<file path="config.mk">
export PLATFORM = sky130hd
export DESIGN_NAME = target_compact
export DESIGN_NICKNAME = d
export VERILOG_FILES = /design/src/rtl/target_pkg.sv /design/src/rtl/target_lead_byte.sv /design/src/rtl/target_compact.sv
export SDC_FILE = /design/constraint.sdc
export NUM_CORES = 1
export LEC_CHECK = 0
export BUFFER_PORTS_ARGS = -buffer_cell sky130_fd_sc_hd__buf_2
export CAP_MARGIN = 20
export CELL_PAD_IN_SITES_DETAIL_PLACEMENT = 0
export CELL_PAD_IN_SITES_GLOBAL_PLACEMENT = 1
export CORE_MARGIN = 5
export CORE_UTILIZATION = 45
export CTS_BUF_LIST = sky130_fd_sc_hd__clkbuf_16
export CTS_CLUSTER_DIAMETER = 80
export CTS_CLUSTER_SIZE = 40
export DETAILED_ROUTE_END_ITERATION = 10
export HOLD_SLACK_MARGIN = 0.05
export PLACE_DENSITY_LB_ADDON = 0.1
export SYNTH_ARGS = -nofsm -noshare
export SYNTH_HDL_FRONTEND = slang
export SYNTH_SLANG_ARGS = --single-unit
</file>
<file path="constraint.sdc">
create_clock -name clk -period 13.1 [get_ports clk]
set_input_delay 2.62 -clock clk [delete_from_list [all_inputs] [get_ports clk]]
set_output_delay 2.62 -clock clk [all_outputs]
set_load 0.02 [all_outputs]
</file>
<file path="src/rtl/target_pkg.sv">
// -----------------------------------------------------------------------------
// target_pkg
// Shared types and constants for the 256-bit target -> 32-bit compact (nBits)
// encoder. Holds the FSM state enum and the field widths that the encoder and
// its helper sub-module use.
// No ports (package).
// -----------------------------------------------------------------------------
package target_pkg;

    localparam int TARGET_W      = 256;  // full target width
    localparam int COMPACT_W     = 32;   // {size[7:0], mantissa[23:0]}
    localparam int MANT_W        = 24;   // mantissa field width
    localparam int MANT_SIGN_BIT = 23;   // must never be set in a result
    localparam int SIZE_BIAS     = 3;    // mantissa holds three bytes

    typedef enum logic [1:0] {
        ST_IDLE = 2'd0,
        ST_SCAN = 2'd1,
        ST_NORM = 2'd2,
        ST_DONE = 2'd3
    } state_t;

endpackage

</file>
<file path="src/rtl/target_lead_byte.sv">
// -----------------------------------------------------------------------------
// target_lead_byte
// Four-byte priority encoder: reports the index of the most significant
// nonzero byte in a 32-bit word, plus a flag telling whether any byte is
// nonzero. Purely combinational.
// Ports:
//   word     in  32  word under test
//   idx      out 2   index (3 = bits 31:24) of highest nonzero byte
//   nonzero  out 1   high when any bit of word is set
// -----------------------------------------------------------------------------
module target_lead_byte (
    input  logic [31:0] word,
    output logic [1:0]  idx,
    output logic        nonzero
);

    // NOTE: every output of a combinational block gets a default first, so no
    // path through the if/else chain can leave it unassigned and infer a latch.
    always_comb begin
        idx     = 2'd0;
        nonzero = |word;
        if (word[31:24] != 8'h00)
            idx = 2'd3;
        else if (word[23:16] != 8'h00)
            idx = 2'd2;
        else if (word[15:8] != 8'h00)
            idx = 2'd1;
    end

endmodule

</file>
<file path="src/rtl/target_compact.sv">
// -----------------------------------------------------------------------------
// target_compact
// Encodes a 256-bit target into the 32-bit compact "nBits" form
// {size[7:0], mantissa[23:0]}. An IDLE -> SCAN -> NORM -> DONE sequencer
// finds the most significant nonzero byte, then forms and sign-normalises the
// mantissa in a single cycle.
//
// Build option: TARGET_COMPACT_FAST_SCAN_EN
//   defined   - SCAN walks 32-bit words 7..0 and priority-encodes the byte
//               inside the word (target_lead_byte) in the same cycle.
//   undefined - SCAN walks bytes 31..0, one per cycle.
//   Both builds produce identical target32 values.
//
// Ports:
//   clk        in  1    clock, rising edge
//   rst        in  1    asynchronous, active-high reset
//   start      in  1    encode request, accepted only in IDLE
//   target256  in  256  target, captured on the accepting edge
//   busy       out 1    high from acceptance until done drops
//   done       out 1    one-cycle pulse, target32 valid while high
//   target32   out 32   compact result, held until the next done
// -----------------------------------------------------------------------------
module target_compact
    import target_pkg::*;
(
    input  logic                 clk,
    input  logic                 rst,
    input  logic                 start,
    input  logic [TARGET_W-1:0]  target256,
    output logic                 busy,
    output logic                 done,
    output logic [COMPACT_W-1:0] target32
);

    state_t                state;
    logic [TARGET_W-1:0]   tgt_q;
    logic [7:0]            size_q;

`ifdef TARGET_COMPACT_FAST_SCAN_EN
    // Word index 7..0; word k covers bits 32k+31 .. 32k.
    logic [2:0]  idx_q;
    logic [31:0] scan_word;
    logic [1:0]  lead_idx;
    logic        lead_nz;

    assign scan_word = tgt_q[{idx_q, 5'b00000} +: 32];

    target_lead_byte u_lead_byte (
        .word    (scan_word),
        .idx     (lead_idx),
        .nonzero (lead_nz)
    );
`else
    // Byte index 31..0; byte k covers bits 8k+7 .. 8k.
    logic [4:0] idx_q;
    logic [7:0] scan_byte;

    assign scan_byte = tgt_q[{idx_q, 3'b000} +: 8];
`endif

    // Mantissa extraction and sign normalisation, evaluated while in NORM.
    logic [MANT_W-1:0]    mant_raw;
    logic [COMPACT_W-1:0] compact;

    always_comb begin
        mant_raw = '0;
        compact  = '0;
        if (size_q <= 8'(SIZE_BIAS))
            // size is 0..3 here, so the two low bits give 3-size directly.
            mant_raw = tgt_q[MANT_W-1:0] << {2'(SIZE_BIAS) - size_q[1:0], 3'b000};
        else
            mant_raw = MANT_W'(tgt_q >> {size_q - 8'(SIZE_BIAS), 3'b000});

        // A set top bit would read as a negative mantissa: move it one byte
        // down and grow the exponent instead. size tops out at 33, no wrap.
        if (mant_raw[MANT_SIGN_BIT])
            compact = {size_q + 8'd1, 8'h00, mant_raw[MANT_W-1:8]};
        else
            compact = {size_q, mant_raw};
    end

    // NOTE: state registers use non-blocking assignments so every register
    // samples the pre-edge values of the others, independent of statement order.
    always_ff @(posedge clk or posedge rst) begin
        if (rst) begin
            state    <= ST_IDLE;
            tgt_q    <= '0;
            idx_q    <= '0;
            size_q   <= '0;
            busy     <= 1'b0;
            done     <= 1'b0;
            target32 <= '0;
        end else begin
            done <= 1'b0;
            case (state)
                ST_IDLE: begin
                    if (start) begin
                        tgt_q <= target256;
                        idx_q <= '1;        // top byte / top word
                        busy  <= 1'b1;
                        state <= ST_SCAN;
                    end
                end

                ST_SCAN: begin
`ifdef TARGET_COMPACT_FAST_SCAN_EN
                    if (lead_nz) begin
                        size_q <= {3'b000, idx_q, lead_idx} + 8'd1;
                        state  <= ST_NORM;
                    end else if (idx_q == 3'd0) begin
                        size_q <= 8'd0;
                        state  <= ST_NORM;
                    end else begin
                        idx_q <= idx_q - 3'd1;
                    end
`else
                    if (scan_byte != 8'h00) begin
                        size_q <= {3'b000, idx_q} + 8'd1;
                        state  <= ST_NORM;
                    end else if (idx_q == 5'd0) begin
                        size_q <= 8'd0;
                        state  <= ST_NORM;
                    end else begin
                        idx_q <= idx_q - 5'd1;
                    end
`endif
                end

                ST_NORM: begin
                    target32 <= compact;
                    done     <= 1'b1;
                    state    <= ST_DONE;
                end

                ST_DONE: begin
                    busy  <= 1'b0;
                    state <= ST_IDLE;
                end

                default: state <= ST_IDLE;
            endcase
        end
    end

endmodule

</file>
==> flow_summary.ini, run 1 <==
[timing]
setup_tns_ps = 0
clock_skew_ps = 47.5
hold_viol = 0
setup_viol = 0
post-route-period-util = 0.369
hold_slack_ps = 481
drv_slew = 0
rsz0062_at_grt = false
worst_pin_slew_ps = 1100
fmax_ghz = 0.207
max-slew-margin-rel = 0.266
min_period_ps = 4830

[route]
drc = 0
num_vias = 15158
via_per_inst = 6.42
ant_nets = 0
routed_wl_um = 68200
wl_per_cell_um = 28.9
dr.pass1.iters = 5
drt_iter0_drc = 1715

[power_and_ir_drop]
power-per-cell-area_nw_per_um2 = 266
leakagePower_nw = 8.63
ir_drop_mv = 0.117
power_mw = 5.73

[setup_path]
rr_worst_depth = 11
cp-end-kind = flop
reg2reg_to = target32[7]$_DFFE_PP0P_
reg2reg_setup_slack_ps = 8400
cp_max_fo = 86
reg2reg_from = size_q[0]$_DFFE_PP0P_
crit_required_ps = 13540
critPathKind = primary input to flop
arrival_ps = 5270
crit_path_start = start
crit_end = tgt_q[101]$_DFFE_PP0P_
cp-start-kind = primary input

[clock_tree]
path_clk_slew_ps = 110
ctsResizeCount = 0
cts_buffer_depth = 3
cts_buffers = 16
clk_latency_ps = 550
root_buffer = clkbuf_16
numClockSinks = 301
postCtsSetupRepairBufs = 0
hold_buffers = 0
cts_max_level = 1
cts_tree = yes

[finish]
final_cell_mix = dfrtp_1, buf_2, mux2_2
antennaDiodeCount = 0
final_common_cell = dfrtp_1
drive_gt1_frac = 0.418
fin_nets = 2080
syn_to_final_growth_pct = 11.7
fillers = 3838

[synth]
yosysWarnings = 0
yosysSeqAreaShare = 0.391
netlist_top_cells_area = dfrtp_1, mux2_2, mux4_2, mux2i_1, nand2_1
syn-cell-area_um2 = 19200
synth-seq-cells = 301
synth_cell_types = 76
syn_area_per_cell_um2 = 11.9
synth_edf_count = 0
async_flop_share = 1.00
yosysTopAreaCellShare = 0.391
yosys_most_used_dff = dfrtp_1
yosys.area.top_type = dfrtp_1
synthCells = 1611

[grt]
first_global_vias = 15426
grt_pass1_wl_um = 101000
antenna_found_initial = 0
grt_usage = 0.282
grt_overflow = 0
grt_max_degree = 151

[job]
cap_violations = 0

[die]
die_w_um = 217
io_pins = 293
fp.coreArea_um2 = 42100
dieHeight_um = 217
die_area_um2 = 47000
rows = 75
initial_utilization = 0.457

[placed_design]
place_hpwl_um = 51900
gp_congestion = 0.931
io_buffers = 290

[min_path]
hp-class = flop to flop
hold_depth = 1

[run_status]
status = finished clean
-- per-layer routing --
metal / part of all wire / wire length (µm) / GRT usage / vias to the layer above
met5: 0 / 0 / 0 / -
met4: 0.032 / 2150 / 0.0744 / 0
met3: 0.085 / 5820 / 0.0746 / 100
met2: 0.45 / 30900 / 0.432 / 687
met1: 0.43 / 29300 / 0.404 / 7740
li1: - / - / - / 6631
-- registers in the layout, indices dropped and copies added, names as in the netlist --
name and flops:
state 2, tgt_q 256, done 1, busy 1, size_q 6, target32 30, idx_q 5
-- critical path, cell delays in order --
cell and delay, ps:
buf_2 130, nand2_4 230, buf_4 770, buf_4 910
mux2_2 430
-- cell usage after synthesis, drive strengths merged, types with 5 or more instances --
| master | number |
|---|---|
| nand3 | 44 |
| and2 | 8 |
| nand4 | 9 |
| inv | 19 |
| o221ai | 5 |
| a31oi | 12 |
| nor3 | 45 |
| mux4 | 116 |
| mux2i | 143 |
| a311oi | 5 |
| a22o | 10 |
| o311ai | 6 |
| nor4 | 51 |
| xnor2 | 8 |
| or4 | 6 |
| or3 | 9 |
| o32ai | 6 |
| o22ai | 5 |
| nand2 | 114 |
| dfrtp | 301 |
| nor4b | 5 |
| a211oi | 29 |
| a21oi | 58 |
| nor2 | 57 |
| a211o | 5 |
| o211ai | 12 |
| and3 | 11 |
| a22oi | 5 |
| ha | 8 |
| o21ai | 24 |
| clkbuf | 50 |
| nor2b | 7 |
| a221oi | 7 |
| buf | 84 |
| mux2 | 276 |
-- power by group --
group          internal, mW  total (mW)  switching, mW
Clock                 0.270       0.592          0.322
Sequential             1.39        2.15          0.762
Combinational          1.46        2.99           1.53
Total                  3.12        5.73           2.61
-- cell type report --
type / instances / area (µm²) / area share
well taps: 539 / 674 / 0.0314
inverters: 20 / 82.6 / 0.00384
repair buffers: 317 / 1680 / 0.0782
clock buffers: 17 / 425 / 0.0198
multi-input cells: 1157 / 11000 / 0.510
flip-flops and latches: 301 / 7540 / 0.351
clock inverters: 11 / 131 / 0.00611
-- per-stage QoR --
step           cells  worst slack, ps   util  area, µm²
3_5_place_dp    2332             7750  0.496      20900
6_report        2362             8270  0.510      21500
5_1_grt         2362             8160  0.510      21500
3_3_place_gp    2331             7790  0.496      20900
4_1_cts         2360             8330  0.509      21500
2_1_floorplan   1612             2160      -      19300
-- how the worst min path moves through the flow --
stage	startpoint	endpoint	slack, ps
finish	target32[19]$_DFFE_PP0P_	target32[19]$_DFFE_PP0P_	480
global placement	target32[22]$_DFFE_PP0P_	target32[22]$_DFFE_PP0P_	460
floorplan	tgt_q[151]$_DFFE_PP0P_	tgt_q[151]$_DFFE_PP0P_	510
global route	target32[20]$_DFFE_PP0P_	target32[20]$_DFFE_PP0P_	510
detailed placement	target32[19]$_DFFE_PP0P_	target32[19]$_DFFE_PP0P_	460
CTS	target32[19]$_DFFE_PP0P_	target32[19]$_DFFE_PP0P_	490
-- kinds of logic (layout without fill, tap and decap cells) --
group                    count (synthesis)  after routing  share of synthesized area
flip-flops                             301            301                      0.391
multiplexers                           535            535                      0.372
AO/OA/AOI/OAI                          231            231                     0.0861
XOR/XNOR                                10             10                    0.00631
adder cells (fa/ha/maj)                  8              8                    0.00520
other                                    1              2                   0.000195
AND/OR/NAND/NOR                        371            371                     0.0965
buffers and inverters                  154            365                     0.0424
Note: power is estimated with default switching activity, not from simulation.
==> run 2, diff against run 1 <==
--- a/config.mk
+++ b/config.mk
@@ -10,7 +10,7 @@
 export CELL_PAD_IN_SITES_DETAIL_PLACEMENT = 0
 export CELL_PAD_IN_SITES_GLOBAL_PLACEMENT = 1
 export CORE_MARGIN = 5
-export CORE_UTILIZATION = 45
+export CORE_UTILIZATION = 42
 export CTS_BUF_LIST = sky130_fd_sc_hd__clkbuf_16
 export CTS_CLUSTER_DIAMETER = 80
 export CTS_CLUSTER_SIZE = 40
==> constraint.sdc (replaced) <==
create_clock -name clk -period 3.9 [get_ports clk]
set_input_delay 0.78 -clock clk [delete_from_list [all_inputs] [get_ports clk]]
set_output_delay 0.78 -clock clk [all_outputs]
set_load 0.02 [all_outputs]
==> flow_summary.ini, run 2 (synthesized netlist as in run 1, its figures left out) <==
[setup_path]
cp-start-kind = flop
crit_required_ps = 4340
cp_max_fo = 41
cp-end-kind = flop
critPathKind = flop to flop
arrival_ps = 4000

[clock_tree]
cts_buffers = 17
path_clk_slew_ps = 130
postCtsSetupRepairBufs = 0
clk_latency_ps = 560
root_buffer = clkbuf_16
ctsResizeCount = 0
hold_buffers = 0
numClockSinks = 301
cts_max_level = 1
cts_tree = yes
cts_buffer_depth = 3

[finish]
final_area_um2 = 22200
drive_gt1_frac = 0.436
final_common_cell = dfrtp_1
largest_register = tgt_q
antennaDiodeCount = 0
syn_to_final_growth_pct = 15.2
top_regs = tgt_q (256), target32 (30), size_q (6)
largest_reg_flops = 256
fin_nets = 2133
final_cell_mix = dfrtp_1, buf_2, mux2_2
layout.cells.non_filler = 2476

[die]
io_pins = 293
die_area_um2 = 50200
rows = 78
dieHeight_um = 224
die_w_um = 224
initial_utilization = 0.424
fp.coreArea_um2 = 45400

[run_status]
status = finished clean

[route]
drc = 0
routed_wl_um = 73200
via_per_inst = 6.31
wl_per_cell_um = 29.6
dr.pass1.iters = 6
num_vias = 15630
drt_iter0_drc = 1924
ant_nets = 0

[timing]
rsz0062_at_grt = false
min_period_ps = 3550
fmax_ghz = 0.281
hold_slack_ps = 234
max-slew-margin-rel = 0.327
clock_skew_ps = 41.2
setup_viol = 0
setup_tns_ps = 0
drv_slew = 0
post-route-period-util = 0.912
worst_pin_slew_ps = 983
hold_viol = 0

[placed_design]
io_buffers = 290
dp.cells = 2446
gp_congestion = 0.962
place_hpwl_um = 57100
post_dp_cell_area_um2 = 21500

[min_path]
hp-class = primary input to asynchronous set/reset pin

[grt]
grt_overflow = 0
grt_max_degree = 123
grt_pass1_wl_um = 107000
grt_usage = 0.283
first_global_vias = 15511
antenna_found_initial = 3

[job]
cap_violations = 0

[power_and_ir_drop]
power-per-cell-area_nw_per_um2 = 898
leakagePower_nw = 8.96
ir_drop_mv = 0.490
power_mw = 19.9
==> run 2: layout make-up <==
cell class,count,area (µm²)
Inverter,20,78.8
Multi-Input combinational cell,1157,11000
Tap cell,600,751
Clock buffer,17,425
Sequential cell,301,7540
Fill cell,4236,23200
Timing Repair Buffer,369,2210
Clock inverter,12,210
==> run 2: worst max-delay path, cell delays in order (launching register included) <==
cell and delay (ps):
dfrtp_4 550, ha_4 600, buf_12 340, mux4_2 540, nor2_1 110, nor3_1 60
buf_4 150, nor4_1 580, buf_4 220, a21oi_1 60, a22o_1 240
==> run 2: worst paths after layout <==
path / start / to / slack [ps] / cells after the start
setup / recovery: size_q[0]$_DFFE_PP0P_ / target32[5]$_DFFE_PP0P_ / 350 / 10
hold / removal: rst / tgt_q[175]$_DFFE_PP0P_ / 230 / 2
setup reg to reg: size_q[0]$_DFFE_PP0P_ / target32[5]$_DFFE_PP0P_ / 350 / 10
hold reg to reg: target32[19]$_DFFE_PP0P_ / target32[19]$_DFFE_PP0P_ / 490 / 1
max in group asynchronous: rst / tgt_q[41]$_DFFE_PP0P_ / 2710 / 4
min in group clk: target256[131] / tgt_q[131]$_DFFE_PP0P_ / 440 / 2
==> run 2: layer usage <==
| metal | up-vias | track usage | wire (µm) |
|---|---|---|---|
| met5 | - | 0 | 21 |
| li1 | 6773 | - | - |
| met2 | 745 | 0.440 | 33400 |
| met3 | 93 | 0.0535 | 6150 |
| met4 | 4 | 0.0702 | 1920 |
| met1 | 8015 | 0.411 | 31700 |
==> run 2: metrics by stage <==
step | util | setup WS [ps]
6_report | 0.488 | 345
5_1_grt | 0.488 | 221
4_1_cts | 0.488 | 384
3_5_place_dp | 0.474 | 399
3_3_place_gp | 0.474 | 414
2_1_floorplan | - | -881
==> run 2: where the power goes <==
part           internal (mW)  total (mW)  switching [mW]
sequential              4.65        7.26            2.61
clock                  0.918        2.20            1.28
combinational           5.14        10.4            5.31
